`config.mk`:
```
export PLATFORM = sky130hd
export DESIGN_NAME = spi_frame_rx
export DESIGN_NICKNAME = d
export VERILOG_FILES = /design/src/rtl/spi_frame_rx.sv
export SDC_FILE = /design/constraint.sdc
export NUM_CORES = 1
export LEC_CHECK = 0
export CORE_UTILIZATION = 56
export CTS_CLUSTER_DIAMETER = 50
export DETAILED_ROUTE_END_ITERATION = 10
export GPL_ROUTABILITY_DRIVEN = 1
export PLACE_DENSITY = 0.77
export SYNTH_ARGS = -nofsm -noshare
export SYNTH_HDL_FRONTEND = slang
export SYNTH_SLANG_ARGS = --single-unit
```
`constraint.sdc`:
```
create_clock -name clk -period 2.7 [get_ports clk]
set_input_delay 0.54 -clock clk [delete_from_list [all_inputs] [get_ports clk]]
set_output_delay 0.54 -clock clk [all_outputs]
set_load 0.005 [all_outputs]
```
`src/rtl/spi_frame_rx.sv`:
```
// SPI mode-0 frame receiver: pad sync, deserialise, valid/ready write out.
// Optional readback path enabled by defining SPI_READBACK_EN.
module spi_frame_rx #(
  parameter int SYNC_STAGES = 2,
  parameter int ADDR_W      = 7,
  parameter int DATA_W      = 8
) (
  input  logic              clk,
  input  logic              rst,
  input  logic              sclk,
  input  logic              ncs,
  input  logic              copi,
`ifdef SPI_READBACK_EN
  output logic [ADDR_W-1:0] rd_addr,
  input  logic [DATA_W-1:0] rd_data,
  output logic              cipo,
`endif
  output logic              wr_valid,
  input  logic              wr_ready,
  output logic [ADDR_W-1:0] wr_addr,
  output logic [DATA_W-1:0] wr_data,
  output logic              frame_err,
  output logic              overrun
);

  localparam int FRAME_LEN = 1 + ADDR_W + DATA_W;
  localparam int CNT_W     = $clog2(FRAME_LEN + 2);
  localparam int PW        = $clog2(SYNC_STAGES + 1);

  typedef enum logic [1:0] {
    WAIT_IDLE,
    IDLE,
    SHIFT,
    COMMIT
  } state_t;

  state_t state, state_n;

  logic [SYNC_STAGES-1:0] sclk_q, ncs_q, copi_q;
  logic                   sclk_d, ncs_d;
  logic [PW-1:0]          prime_cnt;
  logic [CNT_W-1:0]       cnt;
  logic [FRAME_LEN-1:0]   sh;

  logic sclk_s, ncs_s, copi_s;
  logic sclk_rise, ncs_rise, ncs_fall;
  logic primed, shift_en, clr_cnt, err_ev;
  logic commit_wr, can_load;

  assign sclk_s    = sclk_q[SYNC_STAGES-1];
  assign ncs_s     = ncs_q[SYNC_STAGES-1];
  assign copi_s    = copi_q[SYNC_STAGES-1];
  assign sclk_rise = sclk_s & ~sclk_d;
  assign ncs_rise  = ncs_s & ~ncs_d;
  assign ncs_fall  = ~ncs_s & ncs_d;
  assign primed    = (prime_cnt == PW'(SYNC_STAGES));
  assign commit_wr = (state == COMMIT) && sh[FRAME_LEN-1];
  assign can_load  = !wr_valid || wr_ready;

  // Pad synchronisers plus one delay flop for edge detection
  always_ff @(posedge clk or posedge rst) begin
    if (rst) begin
      sclk_q <= '0;
      ncs_q  <= '1;
      copi_q <= '0;
      sclk_d <= 1'b0;
      ncs_d  <= 1'b1;
    end else begin
      sclk_q <= {sclk_q[SYNC_STAGES-2:0], sclk};
      ncs_q  <= {ncs_q[SYNC_STAGES-2:0], ncs};
      copi_q <= {copi_q[SYNC_STAGES-2:0], copi};
      sclk_d <= sclk_s;
      ncs_d  <= ncs_s;
    end
  end

  // Sync outputs still hold reset values until the chain has refilled
  always_ff @(posedge clk or posedge rst) begin
    if (rst)
      prime_cnt <= '0;
    else if (!primed)
      prime_cnt <= prime_cnt + PW'(1);
  end

  // State register
  always_ff @(posedge clk or posedge rst) begin
    if (rst) state <= WAIT_IDLE;
    else     state <= state_n;
  end

  // Next-state and frame control
  always_comb begin
    state_n  = state;
    shift_en = 1'b0;
    clr_cnt  = 1'b0;
    err_ev   = 1'b0;
    unique case (state)
      WAIT_IDLE: begin
        if (primed && ncs_s && ncs_d) state_n = IDLE;
      end
      IDLE: begin
        if (ncs_fall) begin
          clr_cnt = 1'b1;
          state_n = SHIFT;
        end
      end
      SHIFT: begin
        if (ncs_rise) begin
          if (cnt == CNT_W'(FRAME_LEN)) begin
            state_n = COMMIT;
          end else begin
            err_ev  = 1'b1;
            state_n = IDLE;
          end
        end else if (sclk_rise && !ncs_s) begin
          shift_en = 1'b1;
        end
      end
      COMMIT:  state_n = IDLE;
      default: state_n = WAIT_IDLE;
    endcase
  end

  // Bit counter (saturating one past a full frame) and shift register
  always_ff @(posedge clk or posedge rst) begin
    if (rst) begin
      cnt <= '0;
      sh  <= '0;
    end else if (clr_cnt) begin
      cnt <= '0;
    end else if (shift_en) begin
      sh <= {sh[FRAME_LEN-2:0], copi_s};
      if (cnt != CNT_W'(FRAME_LEN + 1)) cnt <= cnt + CNT_W'(1);
    end
  end

  // Write transaction register and status pulses
  always_ff @(posedge clk or posedge rst) begin
    if (rst) begin
      wr_valid  <= 1'b0;
      wr_addr   <= '0;
      wr_data   <= '0;
      frame_err <= 1'b0;
      overrun   <= 1'b0;
    end else begin
      frame_err <= err_ev;
      overrun   <= commit_wr && !can_load;
      if (commit_wr && can_load) begin
        wr_valid <= 1'b1;
        wr_addr  <= sh[DATA_W +: ADDR_W];
        wr_data  <= sh[DATA_W-1:0];
      end else if (wr_valid && wr_ready) begin
        wr_valid <= 1'b0;
      end
    end
  end

`ifdef SPI_READBACK_EN
  logic              sclk_fall, rd_hit, rd_load, rd_act;
  logic [DATA_W-1:0] rd_sh;

  assign sclk_fall = ~sclk_s & sclk_d;
  assign rd_hit    = shift_en && (cnt == CNT_W'(ADDR_W))
                     && !sh[ADDR_W-1];

  // Read address capture, then serialise rd_data on SCLK falls
  always_ff @(posedge clk or posedge rst) begin
    if (rst) begin
      rd_addr <= '0;
      rd_load <= 1'b0;
      rd_act  <= 1'b0;
      rd_sh   <= '0;
      cipo    <= 1'b0;
    end else begin
      rd_load <= rd_hit;
      if (rd_hit) rd_addr <= {sh[ADDR_W-2:0], copi_s};
      if (ncs_rise) begin
        rd_act <= 1'b0;
        rd_sh  <= '0;
        cipo   <= 1'b0;
      end else if (rd_load) begin
        rd_act <= 1'b1;
        rd_sh  <= rd_data;
        cipo   <= rd_data[DATA_W-1];
      end else if (rd_act && sclk_fall && (state == SHIFT)
                   && (cnt >= CNT_W'(ADDR_W + 2))) begin
        rd_sh <= {rd_sh[DATA_W-2:0], 1'b0};
        cipo  <= rd_sh[DATA_W-2];
      end
    end
  end
`endif

endmodule

```
==> PnR_summary.wiki, run 1 <==
{| class="wikitable"
! Metric !! Value
|-
| Outcome || finished, final reports clean
|-
| Clock transition time at the flip-flop clock pins of the worst setup and hold paths || 0.08 ns
|-
| Multi-input combinational cell area || 752 um2
|-
| Number of cells produced by synthesis || 139
|-
| Layout area overhead || 19.6%
|-
| Crit-path slowest cell || sky130_fd_sc_hd__dfrtp_1
|-
| Hold-fix buffers at CTS || 0
|-
| Design internal power || 1280 uW
|-
| Cell area after synthesis || 2100 um2
|-
| Buf/Inv on CP || 1
|-
| Cell family with the largest share of critical-path delay || simple AND/OR/NAND/NOR gates
|-
| Simple-gate portion of the synthesized area || 5.84%
|-
| Worst rel slew slack || 72.3%
|-
| Required arrival time at the worst endpoint || 2.88 ns
|-
| Setup violation total in the final timing report || 0
|-
| FF+latch count, synth || 51
|-
| Fmax || 0.573 GHz
|-
| Fin nets || 183
|-
| Remaining antenna violation count after routing || 0
|-
| Pwr/cell area || 661 nW/um2
|-
| Sequential cell area || 1280 um2
|-
| Final number of hold-violating endpoints || 0
|-
| Routability congestion estimate || 0.756
|-
| Vias in the first global route || 1244
|-
| Number of clock sinks || 51
|-
| Worst reg-to-reg setup slack || 0.95 ns
|-
| Tightest Hold Check Type || register to register
|-
| Unique cell type count in the Yosys netlist || 27
|-
| Clock Tree Buf Depth || 2
|-
| Final critical-path share of the clock period || 64.7%
|-
| Largest net degree at the start of global routing || 52
|-
| Router iterations before antenna repair || 4
|-
| Global-route total usage across every layer || 19.0%
|-
| Worst setup slack before clock tree synthesis || 0.696 ns
|-
| Tmin final || 1.75 ns
|-
| Share of cell area taken by muxes after synthesis || 20.3%
|-
| Share of total power in the clock network || 36.0%
|-
| Drt via density || 5.23
|-
| Die Area || 4000 um2
|-
| Setup repair after global routing missed its margin || no
|-
| DRC errors left || 0
|-
| Area of the core region || 3470 um2
|-
| Number of max-capacitance violations reported || 0
|-
| Xor and xnor area share after synthesis || 2.09%
|-
| Final total negative setup slack || 0 ns
|-
| Sequential fraction of the synthesis area || 61.0%
|-
| Mean routed wirelength per cell || 14.9 um
|-
| Endpoint type of the worst setup path || register
|-
| Adder-cell share of the synthesized area || 5.37%
|-
| Initial core utilization || 60.5%
|-
| EDFF count, synth || 0
|-
| Fraction of power consumed by sequential logic || 50.7%
|-
| Drt first-iter violations || 46
|-
| Actual slew at the worst max-slew pin || 0.410 ns
|-
| Prevailing post-synth register cell || sky130_fd_sc_hd__dfrtp_1
|-
| Count of input and output buffers || 23
|-
| Vias after detailed routing || 1124
|-
| Wirelength, routed || 3210 um
|-
| Count of cells resized by post-cts repair || 0
|-
| Sw power || 381 uW
|-
| Average cell area after synthesis || 15.1 um2
|-
| Number of clock buffers inserted by TritonCTS || 5
|-
| Signal arrival time at the worst endpoint || 1.92 ns
|-
| Most frequent cells after synthesis || 48 x sky130_fd_sc_hd__dfrtp_1, 21 x sky130_fd_sc_hd__mux2_2, 10 x sky130_fd_sc_hd__mux2_4, 9 x sky130_fd_sc_hd__ha_1, 8 x sky130_fd_sc_hd__inv_1
|-
| Maximum resistive drop on vdd || 0.535 mV
|-
| Number of buffers inserted by post-CTS setup repair || 0
|-
| Chip Width || 63.2 um
|-
| Filler cell count in the final layout || 247
|-
| Wire length of the first global-routing pass || 5740 um
|-
| Gr ovfl total || 0
|-
| Height of the die || 63.2 um
|-
| Max-slew violation count || 0
|-
| H-tree depth || 2
|-
| Share of final-layout standard cells stronger than drive strength 1 || 27.8%
|-
| Cell type contributing the most total cell area after synthesis || sky130_fd_sc_hd__dfrtp_1
|-
| HPWL after detailed placement || 2160 um
|-
| Final WS setup || 0.954 ns
|-
| Final setup skew || 0.00923 ns
|-
| FFs w/ async S/R, synth || 100%
|-
| Maximum fanout along the worst path || 16
|-
| Switching portion of total power || 23.0%
|-
| Number of cell rows || 21
|-
| Top-Level Pins || 24
|-
| Compound-cell area share of the yosys netlist || 2.21%
|-
| Largest cells by area after synthesis || sky130_fd_sc_hd__dfrtp_1 57%, sky130_fd_sc_hd__mux2_2 11%, sky130_fd_sc_hd__mux2_4 7.2%
|-
| Setup crit start kind || register
|-
| Cell chain of the critical path || inv_1 -> ha_1 -> and4bb_4 -> nand2_4 -> mux2_2
|-
| Leakage power || 0.00125 uW
|-
| Clock latency of the later-clocked register in the worst-skew pair || 0.30 ns
|-
| Antenna violations before repair || 0
|-
| Top cell type's share of synthesized area || 57.2%
|-
| Combinational fraction of design power || 13.3%
|-
| Combinational family with the most area after synthesis || multiplexers
|-
| Clock root cell || sky130_fd_sc_hd__clkbuf_8
|-
| CTS tree || done
|-
| Nets in the synthesized netlist || 154
|-
| Startpoint-to-endpoint class of the critical path || register to register
|-
| Cell with the most instances after synthesis || sky130_fd_sc_hd__dfrtp_1
|-
| Antenna diode count || 0
|-
| Biggest cell delay along the critical path || 0.42 ns
|-
| Synth warn || 0
|}
final timing paths:
check / start / depth (start not counted) / endpoint
min in group asynchronous: rst / 3 / wr_addr[6]
setup / recovery: state[0] / 5 / sh[10]
setup reg to reg: state[0] / 5 / sh[10]
hold / removal: sclk_q[0] / 0 / sclk_q[1]
hold reg to reg: sclk_q[0] / 0 / sclk_q[1]
max in group asynchronous: rst / 3 / ncs_q[1]
cell usage in the layout, fill, tap and decap left out, types with 2 or more instances in the layout:
cell type | synthesis | layout
sky130_fd_sc_hd__bufinv_16 | 0 | 2
sky130_fd_sc_hd__clkbuf_8 | 0 | 5
sky130_fd_sc_hd__clkdlybuf4s50_1 | 0 | 23
sky130_fd_sc_hd__dfrtp_1 | 48 | 48
sky130_fd_sc_hd__dfstp_2 | 3 | 3
sky130_fd_sc_hd__ha_1 | 9 | 9
sky130_fd_sc_hd__inv_1 | 8 | 7
sky130_fd_sc_hd__mux2_2 | 21 | 21
sky130_fd_sc_hd__mux2_4 | 10 | 10
sky130_fd_sc_hd__mux2i_1 | 4 | 4
sky130_fd_sc_hd__nand2_1 | 6 | 6
sky130_fd_sc_hd__nand2b_1 | 2 | 2
sky130_fd_sc_hd__nand4_1 | 2 | 2
sky130_fd_sc_hd__nor2_1 | 7 | 7
sky130_fd_sc_hd__xnor2_1 | 2 | 2
sky130_fd_sc_hd__xor2_1 | 3 | 3
logic make-up (layout without fill, tap and decap cells):
logic type,after synthesis,in the layout
adders and majority gates,9,9
AOI/OAI and AO/OA,6,6
buffers and inverters,11,41
muxes,35,35
and+or+nand+nor,22,22
DFF,51,51
xor gates and xnor gates,5,5
registers in the layout, summed over array words and instances (netlist names):
name / count
cnt: 5
copi_q: 2
frame_err: 1
ncs_d: 1
ncs_q: 2
overrun: 1
prime_cnt: 2
sclk_d: 1
sclk_q: 2
sh: 16
state: 2
wr_addr: 7
wr_data: 8
wr_valid: 1
through the flow:
stage	cells	instance area, um2	utilization [%]	hold WS (ns)	total power (uW)
after global placement	207	2380	68.5	0.334	1050
after global routing	215	2510	72.4	0.366	1740
after CTS	215	2510	72.4	0.357	1670
final	215	2510	72.4	0.355	1660
after floorplan	139	2100	-	0.331	1020
after detailed placement	207	2380	68.5	0.336	1070
routing by layer:
| layer | wire [um] | global-route usage [%] | part of all wire, % |
|---|---|---|---|
| met1 | 1490 | 24.0 | 46 |
| met2 | 1560 | 31.5 | 49 |
| met3 | 106 | 5.07 | 3.3 |
| met4 | 53 | 6.53 | 1.6 |
| met5 | 0 | 0 | 0 |
area by class of cell:
type                            instances  share of cell area [%]
Inverter                                8                    1.20
Sequential cell                        51                    51.0
Clock inverter                          2                    2.39
Clock buffer                            6                    2.89
Timing Repair Buffer                   25                    10.3
Multi-Input combinational cell         77                    30.0
Tap cell                               46                    2.29
power by group through the flow:
stage	Clock [uW]	Sequential, uW	Combinational [uW]
2_1_floorplan	0	846	170
3_3_place_gp	0	851	201
3_5_place_dp	0	855	216
4_1_cts	609	840	224
5_1_grt	639	848	253
6_report	598	841	220
Power figures use the tool's default switching activity.
==> run 2, diff against run 1 <==
- CORE_UTILIZATION: 56 -> 49
- PLACE_DENSITY: 0.77 -> 0.71
- clock period: 2.7 -> 1.5 ns (I/O delays scaled with it)
==> run 2 against run 1 <==
Against the previous run: the run now ends with setup timing left; die area grew 14%; largest power group unchanged; clock-buffer cell count is the same; critical path depth is the same; clock skew grew 0.00069 ns; sequential share of layout area shrank 4.7 points.
==> PnR_summary.wiki, run 2 (synthesized netlist as in run 1, its figures left out) <==
{| class="wikitable"
! Metric !! Value
|-
| Sequential cell area || 1280 um2
|-
| Number of clock sinks || 51
|-
| Biggest cell delay along the critical path || 0.45 ns
|-
| Routability congestion estimate || 0.697
|-
| Worst rel slew slack || 69.1%
|-
| Die Area || 4550 um2
|-
| Multi-input combinational cell area || 871 um2
|-
| Failing checks || setup timing
|-
| Largest net degree at the start of global routing || 52
|-
| Clock transition time at the flip-flop clock pins of the worst setup and hold paths || 0.09 ns
|-
| Layout area overhead || 31.8%
|-
| Tightest Hold Check Type || register to register
|-
| HPWL after detailed placement || 2310 um
|-
| Count of input and output buffers || 23
|-
| Cell family with the largest share of critical-path delay || flip-flops
|-
| Buf/Inv on CP || 1
|-
| Number of flip-flops in the largest register || 16
|-
| Number of cell rows || 23
|-
| Leakage power || 0.00156 uW
|-
| Required arrival time at the worst endpoint || 1.69 ns
|-
| Setup crit start kind || register
|-
| H-tree depth || 2
|-
| Final setup skew || 0.00992 ns
|-
| Vias in the first global route || 1156
|-
| Wirelength, routed || 3450 um
|-
| Maximum resistive drop on vdd || 0.868 mV
|-
| Final WS setup || -0.0467 ns
|-
| Max-slew violation count || 0
|-
| Clock root cell || sky130_fd_sc_hd__clkbuf_8
|-
| Final critical-path share of the clock period || 103%
|-
| Most common cell after layout, fill and taps aside || sky130_fd_sc_hd__dfrtp_1
|-
| Final number of hold-violating endpoints || 0
|-
| Drt via density || 5.13
|-
| Setup repair after global routing missed its margin || yes
|-
| Worst setup slack before clock tree synthesis || -0.216 ns
|-
| Number of clock buffers inserted by TritonCTS || 5
|-
| Outcome || finished, violations left
|-
| Endpoint type of the worst setup path || register
|-
| Setup violation total in the final timing report || 15
|-
| Chip Width || 67.4 um
|-
| Crit-path slowest cell || sky130_fd_sc_hd__dfrtp_2
|-
| Drt first-iter violations || 42
|-
| Initial core utilization || 51.7%
|-
| Router iterations before antenna repair || 3
|-
| Fin nets || 197
|-
| Antenna diode count || 0
|-
| Power consumption || 3100 uW
|-
| Clock Tree Buf Depth || 2
|-
| Maximum fanout along the worst path || 8
|-
| Top-Level Pins || 24
|-
| Cell chain of the critical path || ha_4 -> and4bb_4 -> buf_12 -> nand2_8 -> mux2_2
|-
| Filler cell count in the final layout || 284
|-
| Share of final-layout standard cells stronger than drive strength 1 || 41.5%
|-
| Actual slew at the worst max-slew pin || 0.457 ns
|-
| Largest registers || sh x16, wr_data x8, wr_addr x7
|-
| Final total negative setup slack || -0.376 ns
|-
| Clock latency of the later-clocked register in the worst-skew pair || 0.31 ns
|-
| Pwr/cell area || 1120 nW/um2
|-
| Area of the core region || 4060 um2
|-
| Number of max-capacitance violations reported || 0
|-
| CTS tree || done
|-
| Mean routed wirelength per cell || 14.8 um
|-
| Commonest non-fill, non-tap cells in the layout || 47 x sky130_fd_sc_hd__dfrtp_1, 21 x sky130_fd_sc_hd__mux2_2, 13 x sky130_fd_sc_hd__dlymetal6s2s_1
|-
| Largest Register || sh
|-
| Height of the die || 67.4 um
|-
| Signal arrival time at the worst endpoint || 1.74 ns
|-
| Startpoint-to-endpoint class of the critical path || register to register
|-
| Wire length of the first global-routing pass || 5450 um
|-
| Tmin final || 1.55 ns
|-
| Fmax || 0.647 GHz
|-
| Global-route total usage across every layer || 17.0%
|-
| Remaining antenna violation count after routing || 0
|-
| DRC errors left || 0
|-
| Vias after detailed routing || 1196
|-
| Gr ovfl total || 0
|-
| Hold-fix buffers at CTS || 0
|-
| Antenna violations before repair || 0
|}
run 2: layout make-up:
cell class | count | share of cell area (%)
Clock buffer | 6 | 2.99
Clock inverter | 2 | 0.588
Inverter | 8 | 1.22
Multi-Input combinational cell | 78 | 31.5
Sequential cell | 51 | 46.3
Tap cell | 50 | 2.26
Timing Repair Buffer | 38 | 15.1
run 2: timing repair:
item,4_1_cts,5_1_grt
gates resized for setup,7,31
buffers inserted,0,3
hold endpoints to repair,0,0
setup endpoints to repair,20,51
cloned,0,1
pin swaps,1,2
run 2: metal layers:
metal	track usage [%]	vias up	part of all wire [%]
met5	0	-	0
met1	20.8	607	44
li1	-	564	-
met4	8.24	0	1.2
met2	26.5	21	50
met3	6.25	4	4.3
run 2: metrics by stage:
step           cell area, um2  std cells  hold slack [ns]  utilization, %
2_1_floorplan            2110        139            0.304               -
3_3_place_gp             2470        221            0.334            61.0
3_5_place_dp             2470        221            0.338            61.0
4_1_cts                  2600        229            0.359            64.1
5_1_grt                  2770        233            0.361            68.1
6_report                 2770        233            0.358            68.1
run 2: path summary, 6_finish.rpt:
check | startpoint | to | slack, ns | cells after the start
max in group asynchronous | rst | ncs_q[1] | 0.82 | 3
max reg2reg | state[1] | sh[11] | -0.05 | 5
min | copi_q[0] | copi_q[1] | 0.36 | 0
min in group asynchronous | rst | frame_err | 0.39 | 3
max | state[1] | sh[11] | -0.05 | 5
min reg2reg | copi_q[0] | copi_q[1] | 0.36 | 0
run 2: power breakdown:
group / internal (uW) / switching (uW) / total [uW]
clock: 377 / 447 / 824
combinational: 394 / 364 / 758
sequential: 1450 / 71.9 / 1520
run 2: worst register-to-register path, stage by stage, from the launching register on:
cell and delay (ns):
sky130_fd_sc_hd__dfrtp_2 0.45, sky130_fd_sc_hd__ha_4 0.17, sky130_fd_sc_hd__and4bb_4 0.22, sky130_fd_sc_hd__buf_12 0.13
sky130_fd_sc_hd__nand2_8 0.10, sky130_fd_sc_hd__mux2_2 0.35
==> run 3, diff against run 2 <==
- CORE_ASPECT_RATIO: not set -> 0.75
- TNS_END_PERCENT: not set -> 50
==> run 3 against run 2 <==
Against the previous run: highest routed layer unchanged; final cell count is 1.3% higher; global-route usage is 0.29 points lower; critical path depth is the same; register-to-register slack gained 0.02 ns; the flow still finishes with violations (setup timing); final area fell by 2.9%; worst hold slack got worse by 0.0042 ns; largest power group unchanged; sequential cell count unchanged; die area about the same; clock-buffer cell count unchanged; worst setup slack better by 0.020 ns.
==> PnR_summary.wiki, run 3 (synthesized netlist as in run 1, its figures left out) <==
{| class="wikitable"
! Metric !! Value
|-
| Source of the critical timing path || state[0]
|-
| Clock latency of the later-clocked register in the worst-skew pair || 0.29 ns
|-
| CTS tree || done
|-
| Pwr/cell area || 1150 nW/um2
|-
| Remaining antenna violation count after routing || 0
|-
| Share of final-layout standard cells stronger than drive strength 1 || 38.7%
|-
| Setup repair after global routing missed its margin || yes
|-
| Maximum resistive drop on vdd || 0.523 mV
|-
| GRT busiest layer || met1
|-
| Clock transition time at the flip-flop clock pins of the worst setup and hold paths || 0.09 ns
|-
| Endpoint type of the worst setup path || register
|-
| Number of cell rows || 20
|-
| Filler cell count in the final layout || 289
|-
| Placed cell count || 225
|-
| Worst setup slack before clock tree synthesis || -0.272 ns
|-
| Vias in the first global route || 1171
|-
| Crit-path slowest cell || sky130_fd_sc_hd__dfrtp_1
|-
| Wirelength, routed || 3370 um
|-
| Number of clock buffers inserted by TritonCTS || 5
|-
| Router iterations before antenna repair || 4
|-
| Final WS setup || -0.0265 ns
|-
| Final setup skew || 0.00639 ns
|-
| Antenna diode count || 0
|-
| Biggest cell delay along the critical path || 0.42 ns
|-
| Cell family with the largest share of critical-path delay || simple AND/OR/NAND/NOR gates
|-
| Drt via density || 4.94
|-
| Number of clock sinks || 51
|-
| Startpoint-to-endpoint class of the critical path || register to register
|-
| Vias after detailed routing || 1167
|-
| Largest registers || sh x16, wr_data x8, wr_addr x7
|-
| Clock Tree Buf Depth || 2
|-
| DRC errors left || 0
|-
| GRT met3 Usage || 4.65%
|-
| Reg2reg start || state[0]
|-
| Setup crit start kind || register
|-
| HPWL after detailed placement || 2080 um
|-
| Final critical-path share of the clock period || 102%
|-
| Fmax || 0.655 GHz
|-
| Die Area || 4550 um2
|-
| Largest Register || sh
|-
| Failing checks || setup timing
|-
| Routability congestion estimate || 0.784
|-
| Buf/Inv on CP || 1
|-
| Wire length of the first global-routing pass || 5710 um
|-
| Area of the core region || 4080 um2
|-
| Fin nets || 195
|-
| Largest net degree at the start of global routing || 52
|-
| Actual slew at the worst max-slew pin || 0.374 ns
|-
| Most common cell after layout, fill and taps aside || sky130_fd_sc_hd__dfrtp_1
|-
| Mean routed wirelength per cell || 14.3 um
|-
| Top-Level Pins || 24
|-
| Outcome || finished, violations left
|-
| M1 GR Usage || 24.3%
|-
| Hold path startpoint || sclk_q[0]
|-
| Cell chain of the critical path || inv_2 -> ha_4 -> and4bb_4 -> nand2_8 -> mux2_4
|-
| Setup violation total in the final timing report || 14
|-
| Non-filler instance count after layout || 236
|-
| Tmin final || 1.53 ns
|-
| Final number of hold-violating endpoints || 0
|-
| Clock root cell || sky130_fd_sc_hd__clkbuf_8
|-
| Number of flip-flops in the largest register || 16
|-
| Leakage power || 0.00151 uW
|-
| Tightest Hold Check Type || register to register
|-
| Hold-fix buffers at CTS || 0
|-
| Commonest non-fill, non-tap cells in the layout || 48 x sky130_fd_sc_hd__dfrtp_1, 21 x sky130_fd_sc_hd__mux2_2, 12 x sky130_fd_sc_hd__clkdlybuf4s50_1
|-
| Drt first-iter violations || 49
|-
| Max-slew violation count || 0
|-
| Count of input and output buffers || 23
|-
| Initial core utilization || 51.4%
|-
| Signal arrival time at the worst endpoint || 1.71 ns
|-
| H-tree depth || 2
|-
| Height of the die || 58.7 um
|-
| Grt met2 use || 23.6%
|-
| Global-route total usage across every layer || 16.7%
|-
| Antenna violations before repair || 0
|-
| Number of max-capacitance violations reported || 0
|-
| Maximum fanout along the worst path || 16
|-
| Required arrival time at the worst endpoint || 1.68 ns
|-
| Gr ovfl total || 0
|-
| Worst rel slew slack || 74.8%
|-
| Layout area overhead || 28.0%
|-
| Chip Width || 77.6 um
|}
==> run 3: cell types whose count changed in the layout (fill, tap and decap cells not counted), moves of 2 or more <==
cell	before	now
sky130_fd_sc_hd__dlymetal6s2s_1	13	11
sky130_fd_sc_hd__buf_6	5	2
sky130_fd_sc_hd__clkdlybuf4s50_1	9	12
sky130_fd_sc_hd__buf_4	8	11
==> run 3: through the flow <==
stage / hold WS, ns / instance area, um2 / power (uW) / util [%] / TNS (ns)
finish: 0.354 / 2690 / 3080 / 65.9 / -0.223
global route: 0.368 / 2690 / 3260 / 65.9 / -1.65
CTS: 0.358 / 2610 / 3030 / 63.9 / -0.474
detailed placement: 0.338 / 2470 / 2040 / 60.6 / -4.40
global placement: 0.331 / 2470 / 2010 / 60.6 / -4.11
floorplan: 0.304 / 2110 / 1850 / - / -0.379
==> run 3: final cells by class <==
class / instances / area, um2 / share of cell area, %
sequential: 51 / 1280 / 47.6
multi-input combinational: 77 / 803 / 29.9
timing repair buffer: 37 / 383 / 14.3
clock buffer: 6 / 82.6 / 3.07
tap: 55 / 68.8 / 2.56
clock inverter: 2 / 35.0 / 1.30
inverter: 8 / 33.8 / 1.26
==> run 3: where the power goes <==
group / switching, uW / total (uW) / internal (uW)
clock network: 424 / 964 / 540
logic: 284 / 606 / 322
registers: 67.7 / 1510 / 1450
total: 776 / 3080 / 2310
==> run 3: worst paths after layout <==
check,slack [ns],endpoint,depth (start not counted)
min in group asynchronous,0.41,cnt[1],3
hold reg to reg,0.35,sclk_q[1],0
hold / removal,0.35,sclk_q[1],0
max in group asynchronous,0.81,ncs_q[0],3
setup / recovery,-0.03,sh[3],5
setup reg to reg,-0.03,sh[3],5
==> run 3: layer usage <==
metal | up-vias | wire length [um]
met5 | - | 0
met3 | 5 | 108
li1 | 551 | -
met2 | 19 | 1490
met4 | 0 | 43
met1 | 592 | 1730
==> run 3: worst register-to-register path, stage by stage (launching register included) <==
cell and delay (ns):
sky130_fd_sc_hd__dfrtp_1 0.42, sky130_fd_sc_hd__inv_2 0.09, sky130_fd_sc_hd__ha_4 0.14, sky130_fd_sc_hd__and4bb_4 0.30, sky130_fd_sc_hd__nand2_8 0.14, sky130_fd_sc_hd__mux2_4 0.33
==> run 3: what timing repair did <==
action / in CTS / in global routing
pin swaps: 0 / 2
setup buffers: 0 / 3
endpoints found under the setup margin: 29 / 46
resized for setup: 4 / 18
